===== config.mk =====
export PLATFORM = sky130hd
export DESIGN_NAME = sr_cmd_sequencer
export DESIGN_NICKNAME = d
export VERILOG_FILES = /design/src/rtl/sr_cmd_sequencer.sv
export SDC_FILE = /design/constraint.sdc
export NUM_CORES = 1
export LEC_CHECK = 0
export CAP_MARGIN = 30
export CORE_UTILIZATION = 52
export DETAILED_ROUTE_END_ITERATION = 10
export HOLD_SLACK_MARGIN = 0.02
export PLACE_DENSITY_LB_ADDON = 0.2
export SLEW_MARGIN = 0
export SYNTH_ARGS = -nofsm -noshare
export SYNTH_HDL_FRONTEND = slang
export SYNTH_SLANG_ARGS = --single-unit

===== constraint.sdc =====
create_clock -name clk -period 2.2 [get_ports clk]
set_input_delay 0.22 -clock clk [delete_from_list [all_inputs] [get_ports clk]]
set_output_delay 0.22 -clock clk [all_outputs]
set_load 0.05 [all_outputs]

===== src/rtl/sr_cmd_sequencer.sv =====
// Front end for an SR NAND latch. It synchronises, debounces and edge-detects two raw buttons,
// then sequences the requests into s/r pulses that are never active at the same time.
module sr_cmd_sequencer #(
  parameter int unsigned DB_CYCLES      = 4,
  parameter int unsigned PULSE_LEN      = 3,
  parameter int unsigned GAP_LEN        = 2,
  parameter bit          OUT_ACTIVE_LOW = 1'b0
) (
  input  logic clk,
  input  logic rst,
  input  logic set_btn,
  input  logic reset_btn,
  output logic s,
  output logic r,
  output logic busy,
  output logic conflict
);

  localparam int unsigned CW   = $clog2(DB_CYCLES + 1);
  localparam int unsigned TMAX = (PULSE_LEN > GAP_LEN) ? PULSE_LEN : GAP_LEN;
  localparam int unsigned TW   = (TMAX > 1) ? $clog2(TMAX) : 1;
  localparam logic        ACT  = OUT_ACTIVE_LOW ? 1'b0 : 1'b1;
  localparam logic        INACT = ~ACT;

  typedef enum logic [1:0] {IDLE, DRIVE_S, DRIVE_R, GAP} state_e;

  // Bit 0 carries the set request, bit 1 the reset request.
  logic [1:0]    sync1_q, sync2_q, lvl_q, lvl_prev_q, rise;
  logic [1:0]    pend_q, pend_d;
  logic [CW-1:0] cnt_q [2];
  state_e        state_q, state_d;
  logic [TW-1:0] timer_q, timer_d;
  logic          conflict_d, arb;

  // Synchroniser, debouncer and the delayed level used for rising-edge detection
  always_ff @(posedge clk or posedge rst) begin
    if (rst) begin
      sync1_q    <= '0;
      sync2_q    <= '0;
      lvl_q      <= '0;
      lvl_prev_q <= '0;
      for (int i = 0; i < 2; i++) cnt_q[i] <= '0;
    end else begin
      sync1_q    <= {reset_btn, set_btn};
      sync2_q    <= sync1_q;
      lvl_prev_q <= lvl_q;
      for (int i = 0; i < 2; i++) begin
        if (sync2_q[i] != lvl_q[i]) begin
          if (cnt_q[i] == CW'(DB_CYCLES - 1)) begin
            lvl_q[i] <= ~lvl_q[i];
            cnt_q[i] <= '0;
          end else begin
            cnt_q[i] <= cnt_q[i] + CW'(1);
          end
        end else begin
          cnt_q[i] <= '0;
        end
      end
    end
  end

  assign rise = lvl_q & ~lvl_prev_q;

  // The last GAP cycle arbitrates like IDLE, so back-to-back requests see exactly GAP_LEN idle cycles
  assign arb = (state_q == IDLE) || ((state_q == GAP) && (timer_q == TW'(GAP_LEN - 1)));

  always_comb begin
    state_d    = state_q;
    timer_d    = timer_q;
    pend_d     = pend_q | rise;
    conflict_d = 1'b0;
    case (state_q)
      IDLE: ;
      DRIVE_S, DRIVE_R: begin
        if (timer_q == TW'(PULSE_LEN - 1)) begin
          state_d = GAP;
          timer_d = '0;
        end else begin
          timer_d = timer_q + TW'(1);
        end
      end
      GAP: begin
        if (timer_q == TW'(GAP_LEN - 1)) state_d = IDLE;
        else                             timer_d = timer_q + TW'(1);
      end
    endcase
    if (arb) begin
      if (&pend_q) begin
        conflict_d = 1'b1;
        pend_d     = rise;
      end else if (pend_q[0]) begin
        state_d   = DRIVE_S;
        timer_d   = '0;
        pend_d[0] = rise[0];
      end else if (pend_q[1]) begin
        state_d   = DRIVE_R;
        timer_d   = '0;
        pend_d[1] = rise[1];
      end
    end
  end

  // Outputs are registered from the next state, so they line up with state_q
  always_ff @(posedge clk or posedge rst) begin
    if (rst) begin
      state_q  <= IDLE;
      timer_q  <= '0;
      pend_q   <= '0;
      s        <= INACT;
      r        <= INACT;
      busy     <= 1'b0;
      conflict <= 1'b0;
    end else begin
      state_q  <= state_d;
      timer_q  <= timer_d;
      pend_q   <= pend_d;
      s        <= (state_d == DRIVE_S) ? ACT : INACT;
      r        <= (state_d == DRIVE_R) ? ACT : INACT;
      busy     <= (state_d != IDLE);
      conflict <= conflict_d;
    end
  end

endmodule


==> flow_summary.json <==
{
  "yosysUniqueCellTypes": 29,
  "cp-end-kind": "flop",
  "initial_core_util_pct": 55.0,
  "crit_type": "reg2reg",
  "grt_pass1_wl_mm": 2.55,
  "antenna_cells": 0,
  "clkSinkCount": 24,
  "synth.cell_area_mm2": 0.00108,
  "p_total_mw": 1.66,
  "cts_tree": "built",
  "ys_warn_count": 0,
  "area_delta_synth_final_pct": 11.9,
  "die-area_mm2": 0.00226,
  "period_share_pct": 87.3,
  "routabilityCongestion": 0.907,
  "clock_path_buffers": 2,
  "final_common_cell": "dfrtp_1",
  "drc": 0,
  "fin_crit_ns": 1.92,
  "route.vias.total": 709,
  "hpwl_mm": 1.27,
  "yosys-top-cells-area": "dfrtp_1, ha_1, o21ai_0",
  "worstMarginPinSlew_ns": 0.497,
  "grt_max_degree": 14,
  "fmax_mhz": 521,
  "clock_insertion_delay_worst_skew_ns": 0.30,
  "critPathLaunch": "state_q[0]$_DFF_PP0_",
  "syn_avg_cell_area_um2": 11.0,
  "row_count": 16,
  "timing.rr.start": "state_q[0]$_DFF_PP0_",
  "holdWs_ns": 0.195,
  "syn_inst": 98,
  "setup_viol": 0,
  "drt-pass1-iter-count": 3,
  "clockRootBuffer": "clkbuf_4",
  "overflow": 0,
  "critPathMaxFanout": 12,
  "wl_per_cell_um": 12.5,
  "setup-tns-final_ns": 0,
  "io_buffers": 7,
  "synth_area_leader_cell": "dfrtp_1",
  "fp.dieH_um": 47.5,
  "hold_class": "in2async",
  "syn-num-nets": 106,
  "layout_common_cells": "dfrtp_1, o21ai_0, nand2_1",
  "core_area_mm2": 0.00196,
  "initialDrtViolationCount": 11,
  "die_w_um": 47.5,
  "nFillCells": 174,
  "seq_area_frac_synth_pct": 55.7,
  "slew_headroom_pct": 66.7,
  "start_kind": "flop",
  "ctsResizeCount": 0,
  "numCtsBuffers": 3,
  "worstPathArrival_ns": 2.10,
  "slew_violations": 0,
  "finalWorstSetupSlack_ns": 0.280,
  "cp.required_ns": 2.38,
  "fin_skew_ns": 0.00554,
  "ir_drop_v": 0.000695,
  "fin_nets": 118,
  "crit_slowest_cell": "dfrtp_1",
  "first_global_vias": 609,
  "grt_use_total_pct": 16.9,
  "leakage_nw": 0.539,
  "ant_nets": 0,
  "layout-drive-gt1-share_pct": 13.9,
  "post_cts.repair.setup_buffers": 0,
  "dp_slack_ns": 0.290,
  "hold_violations": 0,
  "powerDensity_mw_per_mm2": 1370,
  "antenna_found_initial": 0,
  "io_pins": 8,
  "yosys_register_bits": 24,
  "clk_pin_slew_ns": 0.12,
  "postCtsHoldBufs": 0,
  "htree_levels": 1,
  "max_cap_violations": 0,
  "rsz0062_at_grt": "no",
  "r2r_setup_slack_ns": 0.28,
  "slowest_delay_ns": 0.43,
  "yosysTopAreaCellShare_pct": 55.7,
  "cp_cell_sequence": "inv_1 > ha_1 > o21ai_0 > o21ai_2 > or2_1 > or4_1",
  "wl_mm": 1.68,
  "viasPerCell": 5.25,
  "outcome": "completed"
}
-- cells in the mapped netlist --
master,n
dfrtp_1,24
o21ai_0,9
nand2_1,8
inv_1,7
nor2b_1,6
ha_1,4
o22ai_1,4
a21oi_1,3
and2b_2,3
nor2_1,3
nor3_1,3
nor3b_1,3
xnor2_1,3
nand3b_1,2
nor2_2,2
a211oi_1,1
a211oi_2,1
a22o_2,1
a22oi_1,1
and3b_2,1
clkbuf_2,1
mux2_2,1
o211a_1,1
o211ai_1,1
o21ai_2,1
or2_1,1
or2_4,1
or2b_1,1
or4_1,1
-- layout make-up --
class / count / area (µm²) / area share [%]
well taps: 27 / 33.8 / 2.80
clock buffers: 3 / 22.5 / 1.87
inverters: 7 / 26.3 / 2.18
multi-input cells: 66 / 447 / 37.0
repair buffers: 8 / 77.6 / 6.42
flip-flops and latches: 24 / 601 / 49.7
-- metal layers --
layer	vias to the layer above	part of all wire [%]	global-route usage (%)
met5	-	0	0
met4	0	0.53	8.33
met3	2	2.5	5.28
met2	10	47	26.6
met1	338	49	21.4
li1	359	-	-
-- critical path, delay by kind of cell, from the launching register on --
kind,cells,cell delay [ns]
and+or+nand+nor,2,0.64
DFF,1,0.43
AOI/OAI and AO/OA,2,0.35
adders and majority gates,1,0.33
buffers and inverters,1,0.07
-- path summary, 6_finish.rpt --
kind,endpoint,cells after the start
hold / removal,sync2_q[0]$_DFF_PP0_,2
setup / recovery,busy$_DFF_PP0_,6
hold reg to reg,sync2_q[0]$_DFF_PP0_,0
min in group clk,sync1_q[0]$_DFF_PP0_,1
setup reg to reg,busy$_DFF_PP0_,6
max in group asynchronous,timer_q[1]$_DFF_PP0_,3
-- registers in the layout, summed over array words and instances (netlist names) --
signal,cells
pend_q,2
lvl_q,2
timer_q,2
sync2_q,2
r,1
busy,1
conflict,1
cnt_q,6
sync1_q,2
s,1
state_q,2
lvl_prev_q,2
-- metrics by stage --
stage	instance area [µm²]	utilization, %	std cells
3_5_place_dp	1180	60.4	132
4_1_cts	1210	61.5	135
2_1_floorplan	1080	-	98
5_1_grt	1210	61.5	135
6_report	1210	61.5	135
3_3_place_gp	1180	60.4	132
-- cell families (layout without fill, tap and decap cells) --
family / after synthesis / in the layout / synth area share [%]
AOI/OAI and AO/OA: 23 / 23 / 13.8
muxes: 1 / 1 / 1.04
and+or+nand+nor: 35 / 35 / 19.5
DFF: 24 / 24 / 55.7
xor gates and xnor gates: 3 / 3 / 2.44
adders and majority gates: 4 / 4 / 4.64
buffers and inverters: 8 / 18 / 2.90
-- power breakdown --
part	switching, mW	total (mW)	internal [mW]	leakage [nW]
Sequential	0.111	0.698	0.587	0.304
Clock	0.113	0.176	0.0638	0.0138
Combinational	0.440	0.784	0.343	0.221
No activity file was read; power rests on OpenSTA's default activity.
